--- src/rtl/store_pkg.sv ---
// Shared encodings for the store-side formatter: access sizes, FSM states
// and the alignment rule applied when a store request is accepted.
package store_pkg;

   localparam logic [1:0] SZ_BYTE = 2'b00;
   localparam logic [1:0] SZ_HALF = 2'b01;
   localparam logic [1:0] SZ_WORD = 2'b10;

   typedef enum logic [2:0] {
      ST_IDLE  = 3'd0,
      ST_READ  = 3'd1,
      ST_WAIT  = 3'd2,
      ST_WRITE = 3'd3,
      ST_ERR   = 3'd4
   } state_t;

   // Size 11 is illegal and therefore always rejected like a misaligned access.
   function automatic logic is_misaligned(input logic [1:0] size, input logic [1:0] addr_lo);
      logic bad;
      case (size)
         SZ_BYTE: bad = 1'b0;
         SZ_HALF: bad = addr_lo[0];
         SZ_WORD: bad = (addr_lo != 2'b00);
         default: bad = 1'b1;
      endcase
      return bad;
   endfunction

endpackage

--- src/rtl/lane_merger.sv ---
// Little-endian lane merge: replaces the byte or halfword lane selected by the
// low address bits of an existing word with the low bits of the new data.
module lane_merger
   import store_pkg::*;
(
   input  logic [31:0] old_word_i,
   input  logic [31:0] new_data_i,
   input  logic [1:0]  size_i,
   input  logic [1:0]  lane_i,
   output logic [31:0] merged_o
);

   // Select and overwrite one lane; untouched lanes pass through.
   always_comb begin
      merged_o = old_word_i;
      case (size_i)
         SZ_BYTE: begin
            case (lane_i)
               2'd0:    merged_o[7:0]   = new_data_i[7:0];
               2'd1:    merged_o[15:8]  = new_data_i[7:0];
               2'd2:    merged_o[23:16] = new_data_i[7:0];
               2'd3:    merged_o[31:24] = new_data_i[7:0];
               default: merged_o        = old_word_i;
            endcase
         end
         SZ_HALF: begin
            if (lane_i[1]) begin
               merged_o[31:16] = new_data_i[15:0];
            end else begin
               merged_o[15:0]  = new_data_i[15:0];
            end
         end
         SZ_WORD: merged_o = new_data_i;
         default: merged_o = old_word_i;
      endcase
   end

endmodule

--- src/rtl/store_narrower.sv ---
// Store formatter: word stores are written directly, sub-word stores use a
// read-modify-write of the containing word; misaligned requests raise an error pulse.
module store_narrower
   import store_pkg::*;
#(
   parameter int MEM_LAT = 1
) (
   input  logic        clk,
   input  logic        reset,
   input  logic        req_valid,
   output logic        req_ready,
   input  logic [31:0] req_addr,
   input  logic [31:0] req_data,
   input  logic [1:0]  req_size,
   output logic [31:0] mem_addr,
   output logic        mem_rd_en,
   input  logic [31:0] mem_rd_data,
   output logic        mem_wr_en,
   output logic [31:0] mem_wr_data,
   output logic        done,
   output logic        misaligned
);

   localparam int CW = (MEM_LAT > 1) ? $clog2(MEM_LAT) : 1;

   state_t         state_q;
   logic [CW-1:0]  wait_cnt_q;
   logic [1:0]     addr_lo_q;
   logic [31:0]    data_q;
   logic [1:0]     size_q;
   logic           ready_q;
   logic [31:0]    mem_addr_q;
   logic           mem_rd_en_q;
   logic           mem_wr_en_q;
   logic [31:0]    mem_wr_data_q;
   logic           done_q;
   logic           misaligned_q;
   logic [31:0]    merged_d;

   // Read data is merged on the fly in the last WAIT cycle, so the
   // write-data register doubles as the captured-read register.
   lane_merger u_lane_merger (
      .old_word_i (mem_rd_data),
      .new_data_i (data_q),
      .size_i     (size_q),
      .lane_i     (addr_lo_q),
      .merged_o   (merged_d)
   );

   // Request FSM with registered strobes, address and write data.
   always_ff @(posedge clk) begin
      if (reset) begin
         state_q       <= ST_IDLE;
         wait_cnt_q    <= '0;
         addr_lo_q     <= 2'b00;
         data_q        <= 32'h0000_0000;
         size_q        <= 2'b00;
         ready_q       <= 1'b1;
         mem_addr_q    <= 32'h0000_0000;
         mem_rd_en_q   <= 1'b0;
         mem_wr_en_q   <= 1'b0;
         mem_wr_data_q <= 32'h0000_0000;
         done_q        <= 1'b0;
         misaligned_q  <= 1'b0;
      end else begin
         mem_rd_en_q  <= 1'b0;
         mem_wr_en_q  <= 1'b0;
         done_q       <= 1'b0;
         misaligned_q <= 1'b0;
         case (state_q)
            ST_IDLE: begin
               if (req_valid) begin
                  addr_lo_q <= req_addr[1:0];
                  data_q    <= req_data;
                  size_q    <= req_size;
                  ready_q   <= 1'b0;
                  if (is_misaligned(req_size, req_addr[1:0])) begin
                     state_q      <= ST_ERR;
                     misaligned_q <= 1'b1;
                  end else if (req_size == SZ_WORD) begin
                     state_q       <= ST_WRITE;
                     mem_addr_q    <= {req_addr[31:2], 2'b00};
                     mem_wr_en_q   <= 1'b1;
                     done_q        <= 1'b1;
                     mem_wr_data_q <= req_data;
                  end else begin
                     state_q     <= ST_READ;
                     mem_addr_q  <= {req_addr[31:2], 2'b00};
                     mem_rd_en_q <= 1'b1;
                  end
               end else begin
                  ready_q <= 1'b1;
               end
            end
            ST_READ: begin
               state_q    <= ST_WAIT;
               wait_cnt_q <= CW'(MEM_LAT - 1);
            end
            ST_WAIT: begin
               if (wait_cnt_q == '0) begin
                  state_q       <= ST_WRITE;
                  mem_wr_en_q   <= 1'b1;
                  done_q        <= 1'b1;
                  mem_wr_data_q <= merged_d;
               end else begin
                  wait_cnt_q <= wait_cnt_q - CW'(1);
               end
            end
            ST_WRITE, ST_ERR: begin
               state_q    <= ST_IDLE;
               ready_q    <= 1'b1;
               mem_addr_q <= 32'h0000_0000;
            end
            default: begin
               state_q    <= ST_IDLE;
               ready_q    <= 1'b1;
               mem_addr_q <= 32'h0000_0000;
            end
         endcase
      end
   end

   assign req_ready   = ready_q;
   assign mem_addr    = mem_addr_q;
   assign mem_rd_en   = mem_rd_en_q;
   assign mem_wr_en   = mem_wr_en_q;
   assign mem_wr_data = mem_wr_data_q;
   assign done        = done_q;
   assign misaligned  = misaligned_q;

endmodule

--- config.mk ---
export PLATFORM = sky130hd
export DESIGN_NAME = store_narrower
export DESIGN_NICKNAME = d
export VERILOG_FILES = /design/src/rtl/store_pkg.sv /design/src/rtl/lane_merger.sv /design/src/rtl/store_narrower.sv
export SDC_FILE = /design/constraint.sdc
export NUM_CORES = 1
export LEC_CHECK = 0
export CAP_MARGIN = 0
export CORE_ASPECT_RATIO = 1.75
export CORE_UTILIZATION = 42
export CTS_BUF_LIST = sky130_fd_sc_hd__clkbuf_4 sky130_fd_sc_hd__clkbuf_8
export DETAILED_ROUTE_END_ITERATION = 6
export PLACE_DENSITY = 0.78
export SLEW_MARGIN = 20
export SYNTH_ARGS = -nofsm -noshare
export SYNTH_HDL_FRONTEND = slang
export SYNTH_SLANG_ARGS = --single-unit
--- constraint.sdc ---
create_clock -name clk -period 1.6 [get_ports clk]
set_clock_uncertainty 0.05 [all_clocks]
set_input_delay 0.24 -clock clk [delete_from_list [all_inputs] [get_ports clk]]
set_output_delay 0.24 -clock clk [all_outputs]
set_load 0.05 [all_outputs]
==> flow_metrics.env <==
export IMPL_hold_depth=2
export IMPL_power_density_nw_per_um2=937
export IMPL_synth_edf_count=0
export IMPL_drive_gt1_frac=0.374
export IMPL_worstRegToRegCells=6
export IMPL_synthMuxAreaShare=0.0698
export IMPL_yosys_area_top_type_share=0.431
export IMPL_period_share=1.10
export IMPL_setup_tns_ns=-8.44
export IMPL_num_vias=5403
export IMPL_timing_rr_start="state_q[1]$_SDFFE_PP0P_"
export IMPL_finalHoldWorstSlack_ns=0.218
export IMPL_combinationalPowerShare=0.366
export IMPL_clockRootBuffer="clkbuf_8"
export IMPL_rows=51
export IMPL_grtUsageTotal=0.277
export IMPL_p_leak_nw=3.17
export IMPL_drt_wl_total_microns=18400
export IMPL_ys_types=43
export IMPL_hold_path_class="in -> reg"
export IMPL_dp_slack_ns=-0.378
export IMPL_instances_no_fill=897
export IMPL_synth_seq_cells=105
export IMPL_ir_worst_vdd_mv=0.770
export IMPL_detail_route_antenna_nets=0
export IMPL_p_sw_frac=0.374
export IMPL_fin_crit_ns=1.76
export IMPL_switchingPower_mw=2.78
export IMPL_crit_chain="buf_6 -> buf_6 -> or4b_4 -> clkbuf_16 -> nand2_2 -> a21oi_1"
export IMPL_viasPerCell=6.02
export IMPL_clockPowerShare=0.225
export IMPL_syn_area_sq_um=4880
export IMPL_gp_congestion=0.914
export IMPL_die_height_microns=145
export IMPL_drc=0
export IMPL_worstReg2RegEnd="data_q[2]$_SDFFE_PP0N_"
export IMPL_firstDrtPassIters=5
export IMPL_worstPathRequired_ns=1.81
export IMPL_rsz0062_at_grt="yes"
export IMPL_cts_htree_levels=3
export IMPL_synth_top_family_by_area="compound AO/OA/AOI/OAI gates"
export IMPL_min_to="data_q[5]$_SDFFE_PP0N_"
export IMPL_critPathKind="reg -> reg"
export IMPL_synth_xor_area_frac=0.00180
export IMPL_synth_cells=567
export IMPL_ys_flop_type="dfxtp_1"
export IMPL_antenna_found_initial=0
export IMPL_yosys_area_share_simple=0.191
export IMPL_synth_compound_area_frac=0.248
export IMPL_cts_max_path_buffers=2
export IMPL_fin_nets=861
export IMPL_fin_util=0.706
export IMPL_hp_start="reset"
export IMPL_clkTransAtPathRegs_ns=0.11
export IMPL_yosysTopAreaCell="dfxtp_1"
export IMPL_finalMaxSlewViolations=0
export IMPL_routedWlPerCell_microns=20.5
export IMPL_finalSetupViolations=101
export IMPL_clkSinkCount=105
export IMPL_max_stage_delay_ns=0.64
export IMPL_drtIter0Drc=297
export IMPL_die_w_microns=83.5
export IMPL_port_buffers=167
export IMPL_grt_first_pass_wirelength_microns=26400
export IMPL_async_reset_ff_frac=0
export IMPL_yosys_warnings=0
export IMPL_areaGrowthSynthToFinish_pct=62.6
export IMPL_avgSynthCellArea_sq_um=8.60
export IMPL_placed_cells=856
export IMPL_arrival_ns=1.97
export IMPL_grt_max_degree=39
export IMPL_cp_end_kind="flop"
export IMPL_io_pins=170
export IMPL_cp_slowest_cell="or4b_4"
export IMPL_fmax_ghz=0.569
export IMPL_cts_buffers=9
export IMPL_setup_ws_ns=-0.158
export IMPL_synth_fa_ha_area_frac=0
export IMPL_violations="setup timing"
export IMPL_antenna_cells=0
export IMPL_crit_path_frequent_cell="buf_6"
export IMPL_synthTopCellsByArea="dfxtp_1, nand2_1, a32oi_1, nor2_1, a21oi_1"
export IMPL_start_util=0.434
export IMPL_hold_viol_final=0
export IMPL_cts_tree="done"
export IMPL_setup_worst_path_start_class="flop"
export IMPL_dieArea_sq_um=12100
export IMPL_status="finished, violations left"
export IMPL_yosysSeqAreaShare=0.431
export IMPL_clock_latency_ns=0.38
export IMPL_maxCapViolCount=0
export IMPL_fp_coreArea_sq_um=11200
export IMPL_hpwl_microns=11300
export IMPL_grt_pass1_vias=5278
export IMPL_rrSetupSlack_ns=-0.16
export IMPL_seqPwrFrac=0.408
export IMPL_overflow=0
export IMPL_p_int_mw=4.65
export IMPL_cp_max_fo=8
-- routing by layer --
metal  share of wire  vias to the layer above  global-route usage
li1                -                     2453                   -
met3           0.067                       57              0.0519
met4           0.043                        0               0.128
met1            0.33                     2605               0.285
met5               0                        -                   0
met2            0.56                      288               0.537
-- cells in the mapped netlist (2+ instances only) --
| library cell | instances |
|---|---|
| buf_4 | 7 |
| buf_1 | 4 |
| inv_1 | 4 |
| dfxtp_1 | 105 |
| a32oi_1 | 30 |
| a21oi_2 | 2 |
| nor3_1 | 3 |
| a211oi_1 | 16 |
| nand2_1 | 89 |
| nand2b_1 | 9 |
| mux2i_1 | 16 |
| o21ai_0 | 2 |
| nor2b_1 | 2 |
| a221oi_1 | 19 |
| buf_6 | 2 |
| nand3b_1 | 8 |
| a2111oi_1 | 15 |
| clkbuf_1 | 31 |
| and2_1 | 4 |
| a21oi_1 | 48 |
| nand3_1 | 11 |
| a221o_1 | 8 |
| or2_2 | 4 |
| mux2_2 | 16 |
| nor2_1 | 67 |
| buf_2 | 12 |
| nor3b_1 | 2 |
| o21bai_1 | 3 |
| a21o_1 | 9 |
| a31oi_1 | 6 |
-- state kept, by name (all words and copies together) (netlist names) --
signal	cells
state_q	3
req_ready	1
size_q	2
mem_rd_en	1
done	1
addr_lo_q	2
misaligned	1
mem_addr	30
data_q	32
mem_wr_data	32
-- worst max-delay path: cells and delay by family (launching register included) --
family          cells  cell delay (ns)
simple gates        2             0.70
buf+inv             3             0.46
flops               1             0.35
compound gates      1             0.07
-- worst max-delay path by stage --
stage	start	end	cells after the start	slack (ns)
after floorplan	state_q[0]$_SDFFE_PP0P_	mem_wr_data[3]$_SDFFE_PP0P_	8	-0.09
after global placement	req_valid	mem_wr_data[25]$_SDFFE_PP0P_	5	-0.27
after detailed placement	req_valid	mem_wr_data[28]$_SDFFE_PP0P_	5	-0.38
after CTS	state_q[1]$_SDFFE_PP0P_	mem_wr_data[11]$_SDFFE_PP0P_	9	-0.11
after global routing	state_q[0]$_SDFFE_PP0P_	mem_wr_data[14]$_SDFFE_PP0P_	6	-0.21
final	state_q[1]$_SDFFE_PP0P_	data_q[2]$_SDFFE_PP0N_	6	-0.16
-- power by group through the flow --
stage / sequential [mW] / combinational [mW] / clock [mW]
after global placement: 3.06 / 2.20 / 0
final: 3.03 / 2.72 / 1.67
after CTS: 3.01 / 2.36 / 1.67
after global routing: 3.06 / 2.85 / 1.80
after detailed placement: 3.06 / 2.25 / 0
after floorplan: 3.48 / 0.913 / 0
-- area by class of cell --
type	count	area [sq um]
fill	812	3300
multi-input combinational	403	3060
clock inverter	7	72.6
clock buffer	9	124
tap	132	165
sequential	105	2110
timing repair buffer	237	2390
inverter	4	15.0
-- through the flow --
| step | cell area, sq um | total power [mW] |
|---|---|---|
| floorplan | 5000 | 4.39 |
| global placement | 6860 | 5.26 |
| detailed placement | 6860 | 5.31 |
| CTS | 7360 | 7.04 |
| global route | 7930 | 7.71 |
| finish | 7930 | 7.43 |
-- timing repair --
item,in CTS,in global routing
buffers inserted,6,7
gates cloned,4,9
resized for setup,38,79
endpoints found under the setup margin,57,102
pin swaps,3,50
hold buffers,0,0
-- cells by family after synthesis --
| family | count (synthesis) |
|---|---|
| compound gates | 161 |
| xor+xnor | 1 |
| buf+inv | 60 |
| flops | 105 |
| mux | 32 |
| other cells | 1 |
| simple gates | 207 |
-- cell usage in the layout (no fill, tap or decap), types with 9 or more instances in the layout --
cell type and instances:
clkbuf_8 9, a21o_1 9, nand2_2 15, clkdlybuf4s50_1 99, dfxtp_1 102, mux2i_1 16
nand2_1 66, buf_4 105, a32oi_1 19, nor2_1 54, a21oi_2 13, nor2_2 9
nand2b_1 9, a21oi_1 36, a221oi_1 9, buf_12 12, a211oi_2 9, mux2_2 16
a221oi_2 9, a32oi_2 11, buf_6 11, a2111oi_2 14, nand3_1 10
Power figures use the tool's default switching activity.
